--- src/rtl/mem_interleaved_arbiter_pkg.sv ---
// Shared definitions for the two-requester interleaved memory arbiter.
//   DefaultM / DefaultK : default data width and requester address width
//   CntW                : width of the optional statistics counters
//   prio_e              : conflict-priority FSM state
//   sat_inc             : saturating increment for the statistics counters
package mem_interleaved_arbiter_pkg;

  localparam int unsigned DefaultM = 8;
  localparam int unsigned DefaultK = 11;
  localparam int unsigned CntW     = 16;

  typedef enum logic {
    PRIO0 = 1'b0,
    PRIO1 = 1'b1
  } prio_e;

  function automatic logic [CntW-1:0] sat_inc(input logic [CntW-1:0] v);
    return (&v) ? v : v + 1'b1;
  endfunction

endpackage

--- src/rtl/mem_arb_read_return.sv ---
// Per-requester read-return stage: captures the selected bank read data on a
// granted read and flags it valid for exactly one cycle.
//   clk_i      : clock
//   rst_ni     : asynchronous active-low reset
//   capture_i  : granted read this cycle
//   bank_rd_i  : read data from the bank the requester is accessing
//   rd_o       : registered read data, held until the next granted read
//   rvalid_o   : rd_o valid, one cycle after the grant
module mem_arb_read_return #(
  parameter int unsigned M = 8
) (
  input  logic         clk_i,
  input  logic         rst_ni,
  input  logic         capture_i,
  input  logic [M-1:0] bank_rd_i,
  output logic [M-1:0] rd_o,
  output logic         rvalid_o
);

  logic [M-1:0] rd_q;
  logic         rvalid_q;

  always_ff @(posedge clk_i or negedge rst_ni) begin
    if (!rst_ni) begin
      rd_q     <= '0;
      rvalid_q <= 1'b0;
    end else begin
      rvalid_q <= capture_i;
      if (capture_i) begin
        rd_q <= bank_rd_i;
      end
    end
  end

  assign rd_o     = rd_q;
  assign rvalid_o = rvalid_q;

endmodule

--- src/rtl/mem_interleaved_arbiter.sv ---
// Two-requester arbiter in front of a 2-way interleaved memory. Bank 0 holds
// even addresses, bank 1 odd ones. Requests to different banks are granted
// together; same-bank conflicts are served round-robin.
//   clock, reset_n            : clock, asynchronous active-low reset
//   req/we/addr/wd{0,1}       : requester request, write flag, address, data
//   ack{0,1}                  : combinational grant (same cycle as bank access)
//   rd/rvalid{0,1}            : registered read data and one-cycle valid
//   b{0,1}_we/addr/wd         : bank write enable, address (addr[K-1:1]), data
//   b{0,1}_rd                 : bank combinational read data
// Optional: define MEM_ARB_STATS_EN to add saturating conflict_cnt / dual_cnt.
module mem_interleaved_arbiter
  import mem_interleaved_arbiter_pkg::*;
#(
  parameter int unsigned M = DefaultM,
  parameter int unsigned K = DefaultK
) (
  input  logic            clock,
  input  logic            reset_n,
  input  logic            req0,
  input  logic            we0,
  input  logic [K-1:0]    addr0,
  input  logic [M-1:0]    wd0,
  output logic            ack0,
  output logic [M-1:0]    rd0,
  output logic            rvalid0,
  input  logic            req1,
  input  logic            we1,
  input  logic [K-1:0]    addr1,
  input  logic [M-1:0]    wd1,
  output logic            ack1,
  output logic [M-1:0]    rd1,
  output logic            rvalid1,
  output logic            b0_we,
  output logic [K-2:0]    b0_addr,
  output logic [M-1:0]    b0_wd,
  input  logic [M-1:0]    b0_rd,
  output logic            b1_we,
  output logic [K-2:0]    b1_addr,
  output logic [M-1:0]    b1_wd,
  input  logic [M-1:0]    b1_rd
`ifdef MEM_ARB_STATS_EN
  ,
  output logic [CntW-1:0] conflict_cnt,
  output logic [CntW-1:0] dual_cnt
`endif
);

  prio_e        prio_q, prio_d;
  logic         conflict;
  logic         grant0, grant1;
  logic         capture0, capture1;
  logic [M-1:0] sel_rd0, sel_rd1;

  // Grants are forced low while reset is asserted so no bank is touched.
  always_comb begin
    conflict = req0 & req1 & (addr0[0] == addr1[0]);
    grant0   = reset_n & req0 & (~conflict | (prio_q == PRIO0));
    grant1   = reset_n & req1 & (~conflict | (prio_q == PRIO1));
    prio_d   = prio_q;
    // A conflict always goes to the holder, so the loser wins next time.
    if (conflict) begin
      prio_d = (prio_q == PRIO0) ? PRIO1 : PRIO0;
    end
  end

  always_ff @(posedge clock or negedge reset_n) begin
    if (!reset_n) begin
      prio_q <= PRIO0;
    end else begin
      prio_q <= prio_d;
    end
  end

  assign ack0 = grant0;
  assign ack1 = grant1;

  // Both grants never target the same bank, so the two routings are disjoint.
  always_comb begin
    b0_we   = 1'b0;
    b0_addr = '0;
    b0_wd   = '0;
    b1_we   = 1'b0;
    b1_addr = '0;
    b1_wd   = '0;
    if (grant0) begin
      if (addr0[0]) begin
        b1_we   = we0;
        b1_addr = addr0[K-1:1];
        b1_wd   = wd0;
      end else begin
        b0_we   = we0;
        b0_addr = addr0[K-1:1];
        b0_wd   = wd0;
      end
    end
    if (grant1) begin
      if (addr1[0]) begin
        b1_we   = we1;
        b1_addr = addr1[K-1:1];
        b1_wd   = wd1;
      end else begin
        b0_we   = we1;
        b0_addr = addr1[K-1:1];
        b0_wd   = wd1;
      end
    end
  end

  always_comb begin
    capture0 = grant0 & ~we0;
    capture1 = grant1 & ~we1;
    sel_rd0  = addr0[0] ? b1_rd : b0_rd;
    sel_rd1  = addr1[0] ? b1_rd : b0_rd;
  end

  mem_arb_read_return #(
    .M (M)
  ) u_ret0 (
    .clk_i     (clock),
    .rst_ni    (reset_n),
    .capture_i (capture0),
    .bank_rd_i (sel_rd0),
    .rd_o      (rd0),
    .rvalid_o  (rvalid0)
  );

  mem_arb_read_return #(
    .M (M)
  ) u_ret1 (
    .clk_i     (clock),
    .rst_ni    (reset_n),
    .capture_i (capture1),
    .bank_rd_i (sel_rd1),
    .rd_o      (rd1),
    .rvalid_o  (rvalid1)
  );

`ifdef MEM_ARB_STATS_EN
  logic [CntW-1:0] conflict_q, dual_q;

  always_ff @(posedge clock or negedge reset_n) begin
    if (!reset_n) begin
      conflict_q <= '0;
      dual_q     <= '0;
    end else begin
      if (conflict) begin
        conflict_q <= sat_inc(conflict_q);
      end
      if (grant0 & grant1) begin
        dual_q <= sat_inc(dual_q);
      end
    end
  end

  assign conflict_cnt = conflict_q;
  assign dual_cnt     = dual_q;
`endif

endmodule

--- config.mk ---
export PLATFORM = sky130hd
export DESIGN_NAME = mem_interleaved_arbiter
export DESIGN_NICKNAME = d
export VERILOG_FILES = /design/src/rtl/mem_interleaved_arbiter_pkg.sv /design/src/rtl/mem_arb_read_return.sv /design/src/rtl/mem_interleaved_arbiter.sv
export SDC_FILE = /design/constraint.sdc
export NUM_CORES = 1
export LEC_CHECK = 0
export ABC_CLOCK_PERIOD_IN_PS = 2400
export CORE_MARGIN = 3
export CORE_UTILIZATION = 30
export CTS_BUF_LIST = sky130_fd_sc_hd__clkbuf_4 sky130_fd_sc_hd__clkbuf_8
export DETAILED_ROUTE_END_ITERATION = 8
export PLACE_DENSITY_LB_ADDON = 0.05
export SLEW_MARGIN = 10
export SYNTH_ARGS = -nofsm -noshare
export SYNTH_HDL_FRONTEND = slang
export SYNTH_SLANG_ARGS = --single-unit
--- constraint.sdc ---
create_clock -name clock -period 2.4 [get_ports clock]
set_clock_uncertainty 0.1 [all_clocks]
set_input_delay 0.48 -clock clock [delete_from_list [all_inputs] [get_ports clock]]
set_output_delay 0.48 -clock clock [all_outputs]
set_load 0.03 [all_outputs]
======== Word level (Yosys, flattened, before mapping) ========
Index checks and enable logic that the tools add are counted.
operators by class
  eq/ne operators ......................... 1
  muxes and demuxes ....................... 27
  bitwise gates (word level) .............. 14
operator list
  cell         count
  $mux 10      8
  $mux 8       10
  $mux 1       9
  $and 1x1->1  8
  $not 1->1    4
  $or 1x1->1   2
  $eq 1x1->1   1
word-level totals
  flip-flop bits (word level) ............. 19
  input port bits ......................... 60
  output and inout bits ................... 58
  logic and storage cells ................. 47

======== Logic depth before layout (Yosys ltp) ========
Gate-level depths: netlist of run 1.
  depth in word-level cells ............... 8
  depth in mapped cells ................... 5
  gate-level depth less buffers ........... 3

======== Cells and area by module ========
From an unflattened synthesis of run 1, not the netlist that was laid out.
unflattened totals
  cells, all modules ...................... 115
  area total of the unflattened synthesis .. 1510.2 um^2
by module, submodules not included
  module                   instances  cells each  area an instance (um^2)  seq. area each (um^2)
  mem_interleaved_arbiter  1          79          797.0                    25.0
  mem_arb_read_return      2          18          356.6                    225.2

======== Least setup slack after synthesis of run 1 ========
No wires, ideal clock.
  kind .................................... input to output
  start ................................... input port req1
  end ..................................... output port b0_addr[0]
  arrival ................................. 1.819 ns
  data required time ...................... 1.820 ns
  slack ................................... 0.001 ns
  cell stages on the path ................. 5
  path buffers ............................ 2
  cell sequence ........................... buf_2 > nand2_1 > a211oi_2 > buf_4 > a22o_1
between the ends
  word-level cells in the longest chain between the ends .. 8
  elaborated cells on any way between the ends .. 11
  classes of those cells .................. mux (3); bitwise (8)
RTL lines
  element                   RTL line                                                      text
  from (decl)               mem_interleaved_arbiter.sv:26                                 input logic req1,
  $and 1x1->1 (2 in a row)  mem_interleaved_arbiter.sv:56                                 conflict = req0 & req1 & (addr0[0] == addr1[0]);
  $not 1->1                 mem_interleaved_arbiter.sv:57, mem_interleaved_arbiter.sv:58
  $or 1x1->1                mem_interleaved_arbiter.sv:57                                 grant0 = reset_n & req0 & (~conflict | (prio_q == PRIO0));
  $and 1x1->1               mem_interleaved_arbiter.sv:57
  $mux 10                   mem_interleaved_arbiter.sv:85                                 if (grant0) begin
  $mux 10                   mem_interleaved_arbiter.sv:97                                 if (addr1[0]) begin
  $mux 10 (*)               mem_interleaved_arbiter.sv:96                                 if (grant1) begin
  to (decl)                 mem_interleaved_arbiter.sv:34                                 output logic [K-2:0] b0_addr,
Every way passes the cells marked *; elsewhere a longest branch is shown, timed or not.

======== Final worst setup path of run 1 ========
  start ................................... input port req0
  end ..................................... output port b1_addr[8]
between the ends
  word-level cells in the longest chain between the ends .. 8
  elaborated cells on any way between the ends .. 11
  classes of those cells .................. mux (3); bitwise (8)
RTL lines
  element                   RTL line                                                      text
  from (decl)               mem_interleaved_arbiter.sv:19                                 input logic req0,
  $and 1x1->1 (2 in a row)  mem_interleaved_arbiter.sv:56
  $not 1->1                 mem_interleaved_arbiter.sv:57, mem_interleaved_arbiter.sv:58
  $or 1x1->1                mem_interleaved_arbiter.sv:57
  $and 1x1->1               mem_interleaved_arbiter.sv:57
  $mux 10                   mem_interleaved_arbiter.sv:85
  $mux 10                   mem_interleaved_arbiter.sv:97
  $mux 10 (*)               mem_interleaved_arbiter.sv:96
  to (decl)                 mem_interleaved_arbiter.sv:38                                 output logic [K-2:0] b1_addr,
Marks and branches as above.

==> results of run 1 <==
==> cell type report <==
type | instances | share of cell area [%]
Clock buffer | 3 | 1.46
Clock inverter | 1 | 0.177
Inverter | 2 | 0.265
Multi-Input combinational cell | 84 | 30.9
Sequential cell | 19 | 16.8
Tap cell | 52 | 2.30
Timing Repair Buffer | 142 | 48.0
==> metal layers <==
metal  vias up  routed length [um]  part of all wire, %  global-route usage (%)
li1        739                   -                    -                       -
met1       771                1930                   36                    19.9
met2        79                3020                   56                    38.5
met3         4                 431                  8.0                    2.19
met4         0                  37                 0.68                    4.83
met5         -                   0                    0                       0
==> power by group through the flow <==
stage | sequential, mW | combinational [mW] | clock [mW]
after floorplan | 0.625 | 0.313 | 0
after global placement | 0.478 | 0.868 | 0
after detailed placement | 0.485 | 0.879 | 0
after CTS | 0.486 | 0.903 | 0.225
after global routing | 0.499 | 0.956 | 0.234
final | 0.485 | 0.910 | 0.218
==> what timing repair did <==
item | CTS | global route
resized for setup | 23 | 15
pin swaps | 2 | 4
endpoints found under the setup margin | 39 | 38
setup buffers | 1 | 1
cloned | 4 | 1
==> logic make-up (layout without fill, tap and decap cells) <==
group                  count (synthesis)  after routing  synth area share [%]
XOR/XNOR                               2              2                  1.82
flip-flops                            19             19                  34.5
AO/OA/AOI/OAI                         46             46                  32.3
multiplexers                          32             32                  26.2
buffers and inverters                 10            148                  3.81
AND/OR/NAND/NOR                        4              4                  1.36
==> sequential cells by signal, summed over array words and instances, names as in the netlist <==
signal,cells
u_ret0.rd_o,8
u_ret0.rvalid_o,1
u_ret1.rvalid_o,1
prio_q,1
u_ret1.rd_o,8
==> metrics by stage <==
step                hold slack (ns)  setup WS, ns  cell area (um^2)
global placement              0.389        -0.161              2630
finish                        0.163        0.0324              2830
floorplan                    0.0844       0.00128              1380
CTS                           0.361       0.00514              2770
global route                  0.187       -0.0307              2830
detailed placement            0.395        -0.192              2630
==> worst paths after layout <==
| path | to | cells after the start | slack [ns] | start |
|---|---|---|---|---|
| max in group asynchronous | prio_q$_DFFE_PN0N_ | 2 | 1.82 | reset_n |
| worst max-delay path | b1_addr[8] | 6 | 0.03 | req0 |
| worst max register to register | u_ret1.rd_o[7]$_DFFE_PN0P_ | 5 | 0.67 | prio_q$_DFFE_PN0N_ |
| worst min-delay path | u_ret1.rd_o[2]$_DFFE_PN0P_ | 2 | 0.16 | reset_n |
| worst min register to register | u_ret0.rd_o[5]$_DFFE_PN0P_ | 1 | 0.41 | u_ret0.rd_o[5]$_DFFE_PN0P_ |
| min in group clock | u_ret0.rd_o[5]$_DFFE_PN0P_ | 1 | 0.41 | u_ret0.rd_o[5]$_DFFE_PN0P_ |
==> layout by cell type, fill, tap and decap left out, types with 2 or more instances in the layout <==
master	instances
mux2_2	32
buf_4	42
clkbuf_2	2
dlygate4sd2_1	3
clkbuf_8	3
a211oi_4	2
nand2_2	2
clkdlybuf4s50_1	72
a22o_1	38
dfrtp_1	18
buf_6	17
a311oi_4	2
buf_12	2
==> results.txt, run 1 <==
crit path time final: 2.37 ns
CTS max path bufs: 2
Final Hold Fails: 0
initial antenna violation count: 0
Worst VDD drop: 0.493 mV
Logic pwr share: 56.4%
number of synthesized register bits: 19
CP max stage cell: a211oi_4
WS Path Type: input pin to output pin
delay of the slowest cell on the worst path: 0.31 ns
Hold/Removal Path Class: input pin to async pin
Net Count, Synth: 173
post-synth top area cell: dfrtp_1
Final Util: 64.6%
Post-Route WL: 5420 um
Total Nets Final: 312
crit-path cells: dlygate4sd2_1, nor2b_2, a211oi_4, buf_6, a22o_1, buf_4
die width: 73.8 um
area grow syn2layout: 106%
leakage power figure: 1.22 nW
post-route setup TNS: 0 ns
critical path startpoint category: input pin
Synth cell types: 17
vias per cell: 5.26
via count: 1593
sw frac: 39.3%
mean routed wirelength per cell: 17.9 um
first-pass GRT wire length: 8050 um
top_reg_cell synth: dfrtp_1
TritonCTS clock tree: built
die area: 5440 um^2
Clock Pin Slew Worst Setup and Hold Paths: 0.07 ns
htree depth: 1
Syn Inst Count: 113
Final Max Tran Viols: 0
Clock Power Share: 13.5%
worst skew pair latency: 0.25 ns
max cap viols: 0
Port Buf Inserts: 117
FF/Latch Area: 477 um^2
drt initial violations: 45
slew margin rel.: 74.0%
largest delay contributor family on the critical path: buffers and inverters
fmax: 0.422 GHz
CP max FO: 10
Synth area leaders: dfrtp_1 35%, mux2_2 26%, a22o_1 24%, buf_2 2.2%, a311oi_2 2.2%
cell with the most instances after synthesis: a22o_1
status: finished clean
ANT cells: 0
First-pass DRT Iterations: 4
Overflow after GRT: 0
Ports: 118
top cell type's share of synthesized area: 34.5%
Rows: 24
Reg power frac: 30.0%
pwr dens: 570 nW/um^2
number of global-route vias before repair: 1637
final cell count without fillers: 303
worst-margin pin slew: 0.388 ns
top cells by count, synth: 38 x a22o_1, 32 x mux2_2, 19 x dfrtp_1
Die Ht: 73.8 um
ys async rst share: 100%
Post-synth EDFFs: 0
required time worst endpoint: 1.82 ns
Filler cells: 357
area occupied by multi-input gates: 876 um^2
fin crit share: 98.6%
Tot GR Track Use: 18.9%
antenna viol nets, final: 0
Net Sw Power: 633 uW
crit end category: output pin
initial core utilization: 31.4%
largest net degree at the start of global routing: 20
DP Wirelength: 4120 um
syn_area_per_cell: 12.2 um^2
core area: 4380 um^2
Buffers & Inverters on Critical Path: 3
placed cells: 292
RSZ-0062 raised after global routing: true
crit path DAT: 1.79 ns
Clock Tree Root: clkbuf_8
Synth Warn #: 0
register area share after synthesis: 34.5%
Synth Cell Area: 1380 um^2
RD Place Congestion: 0.789
number of buffers created by CTS: 3
setup violators final: 0
Pint: 980 uW
total chip power: 1.61 mW
CTS Hold Bufs: 0
residual DRC count: 0
CTS Sinks: 19
share of cells above drive strength 1: 45.8%
Note: power is estimated with default switching activity, not from simulation.
==> run 2: changes to the inputs <==
- ABC_CLOCK_PERIOD_IN_PS: 2400 -> default
==> results of run 2 <==
No change in the layout: final DEF, timing and power equal those of run 1.
==> run 3: changes to the inputs <==
- SKIP_CTS_REPAIR_TIMING: default -> 1
==> results.txt, run 3 (same netlist as run 1, synthesis figures left out) <==
status: finished clean (unchanged)
Die Ht: 73.8 um (unchanged)
Hold/Removal Path Class: input pin to async pin (unchanged)
setup violators final: 0 (unchanged)
delay of the slowest cell on the worst path: 0.43 ns (was 0.31 ns)
Filler cells: 352 (was 357)
Post-Route WL: 5610 um (was 5420 um)
vias per cell: 5.44 (was 5.26)
required time worst endpoint: 1.82 ns (about the same)
fmax: 0.433 GHz (was 0.422 GHz)
residual DRC count: 0 (unchanged)
leakage power figure: 1.26 nW (was 1.22 nW)
initial antenna violation count: 0 (unchanged)
Worst R2R Setup Slack: 0.65 ns (was 0.67 ns)
DP Wirelength: 4120 um (unchanged)
most common cell after layout, fill and taps aside: clkdlybuf4s50_1 (unchanged)
Final Max Tran Viols: 0 (unchanged)
FF-to-FF End: u_ret1.rd_o[7]$_DFFE_PN0P_ (unchanged)
Port Buf Inserts: 117 (unchanged)
htree depth: 1 (unchanged)
initial core utilization: 31.4% (unchanged)
dpl ws: -0.192 ns (unchanged)
Ports: 118 (unchanged)
post-route setup TNS: 0 ns (unchanged)
CTS Sinks: 19 (unchanged)
Final Hold Fails: 0 (unchanged)
worst skew pair latency: 0.25 ns (about the same)
core area: 4380 um^2 (unchanged)
ANT cells: 0 (unchanged)
share of cells above drive strength 1: 45.5% (was 45.8%)
die width: 73.8 um (unchanged)
CP max FO: 4 (was 10)
CP max stage cell: a311oi_4 (was a211oi_4)
crit path time final: 2.31 ns (was 2.37 ns)
CP most frequent cell: buf_4
slew margin rel.: 73.3% (was 74.0%)
First-pass DRT Iterations: 5 (was 4)
fin crit share: 96.2% (was 98.6%)
Overflow after GRT: 0 (unchanged)
drt initial violations: 44 (was 45)
first-pass GRT wire length: 7610 um (was 8050 um)
number of global-route vias before repair: 1572 (was 1637)
crit-path cells: dlymetal6s2s_1, nand2_2, a311oi_4, buf_4, a22o_1, buf_4 (was dlygate4sd2_1, nor2b_2, a211oi_4, buf_6, a22o_1, buf_4)
r2r worst-path depth: 5 (unchanged)
antenna viol nets, final: 0 (unchanged)
number of buffers created by CTS: 3 (unchanged)
via count: 1660 (was 1593)
Worst VDD drop: 0.495 mV (was 0.493 mV)
worst setup margin: 0.0919 ns (was 0.0324 ns)
max cap viols: 0 (unchanged)
Clock Pin Slew Worst Setup and Hold Paths: 0.07 ns (about the same)
total chip power: 1.61 mW (about the same)
WS Path Type: input pin to output pin (unchanged)
Total Nets Final: 314 (was 312)
most frequent cells in the layout: 72 x clkdlybuf4s50_1, 54 x buf_4, 38 x a22o_1 (was 72 x clkdlybuf4s50_1, 42 x buf_4, 38 x a22o_1)
Clock Tree Root: clkbuf_8 (unchanged)
mean routed wirelength per cell: 18.4 um (was 17.9 um)
crit path DAT: 1.73 ns (was 1.79 ns)
Tot GR Track Use: 17.7% (was 18.9%)
die area: 5440 um^2 (unchanged)
critical path startpoint category: input pin (unchanged)
RD Place Congestion: 0.789 (unchanged)
area grow syn2layout: 105% (was 106%)
crit end category: output pin (unchanged)
pwr dens: 572 nW/um^2 (was 570 nW/um^2)
RSZ-0062 raised after global routing: false (was true)
TritonCTS clock tree: built (unchanged)
worst-margin pin slew: 0.401 ns (was 0.388 ns)
Rows: 24 (unchanged)
R2R Path Start: prio_q$_DFFE_PN0N_ (unchanged)
Final Util: 64.4% (was 64.6%)
largest net degree at the start of global routing: 20 (unchanged)
CTS max path bufs: 2 (unchanged)
==> run 3: cell types whose count changed in the layout (fill, tap and decap cells not counted), moves of 2 or more <==
cell,change
buf_4,+12
buf_6,-8
clkbuf_2,-2
dlygate4sd2_1,-3
dlymetal6s2s_1,+5
==> run 3: layer usage <==
| layer | vias to the layer above | track usage [%] | share of wire [%] |
|---|---|---|---|
| li1 | 746 | - | - |
| met1 | 800 | 18.6 | 34 |
| met2 | 100 | 35.6 | 54 |
| met3 | 14 | 2.46 | 9.7 |
| met4 | 0 | 4.83 | 1.7 |
| met5 | - | 0 | 0 |
==> run 3: power by group <==
part / total [mW] / leakage (nW) / switching, mW / internal [mW]
clock: 0.219 / 0.0255 / 0.104 / 0.115
combinational: 0.909 / 1.01 / 0.462 / 0.447
sequential: 0.487 / 0.227 / 0.0736 / 0.413
==> run 3: area by class of cell <==
type / count / area (um^2) / area share (%)
Timing Repair Buffer: 144 / 1340 / 47.5
Multi-Input combinational cell: 84 / 887 / 31.4
Sequential cell: 19 / 477 / 16.9
Tap cell: 52 / 65.1 / 2.30
Clock buffer: 3 / 41.3 / 1.46
Inverter: 2 / 7.51 / 0.266
Clock inverter: 1 / 5.00 / 0.177
==> run 3: worst max path at each step <==
stage	slack, ns	start	to	cells after the start
floorplan	0.001	req1	b0_addr[0]	5
global route	0.02	reset_n	b1_addr[5]	6
detailed placement	-0.19	req0	b1_wd[0]	6
finish	0.09	reset_n	b0_addr[0]	6
CTS	-0.19	reset_n	b1_wd[0]	6
global placement	-0.16	req0	b0_wd[2]	6
==> run 3: worst max-delay path: cells and delay by family <==
kind                   cells  cell delay, ns
AOI/OAI and AO/OA          2            0.55
buffers and inverters      3            0.56
and+or+nand+nor            1            0.14
==> run 3: stage by stage <==
| step | hold WS [ns] | cells | area, um^2 |
|---|---|---|---|
| after global placement | 0.389 | 292 | 2630 |
| after floorplan | 0.0844 | 113 | 1380 |
| after global routing | 0.273 | 305 | 2820 |
| after detailed placement | 0.395 | 292 | 2630 |
| after CTS | 0.410 | 296 | 2680 |
| final | 0.239 | 305 | 2820 |
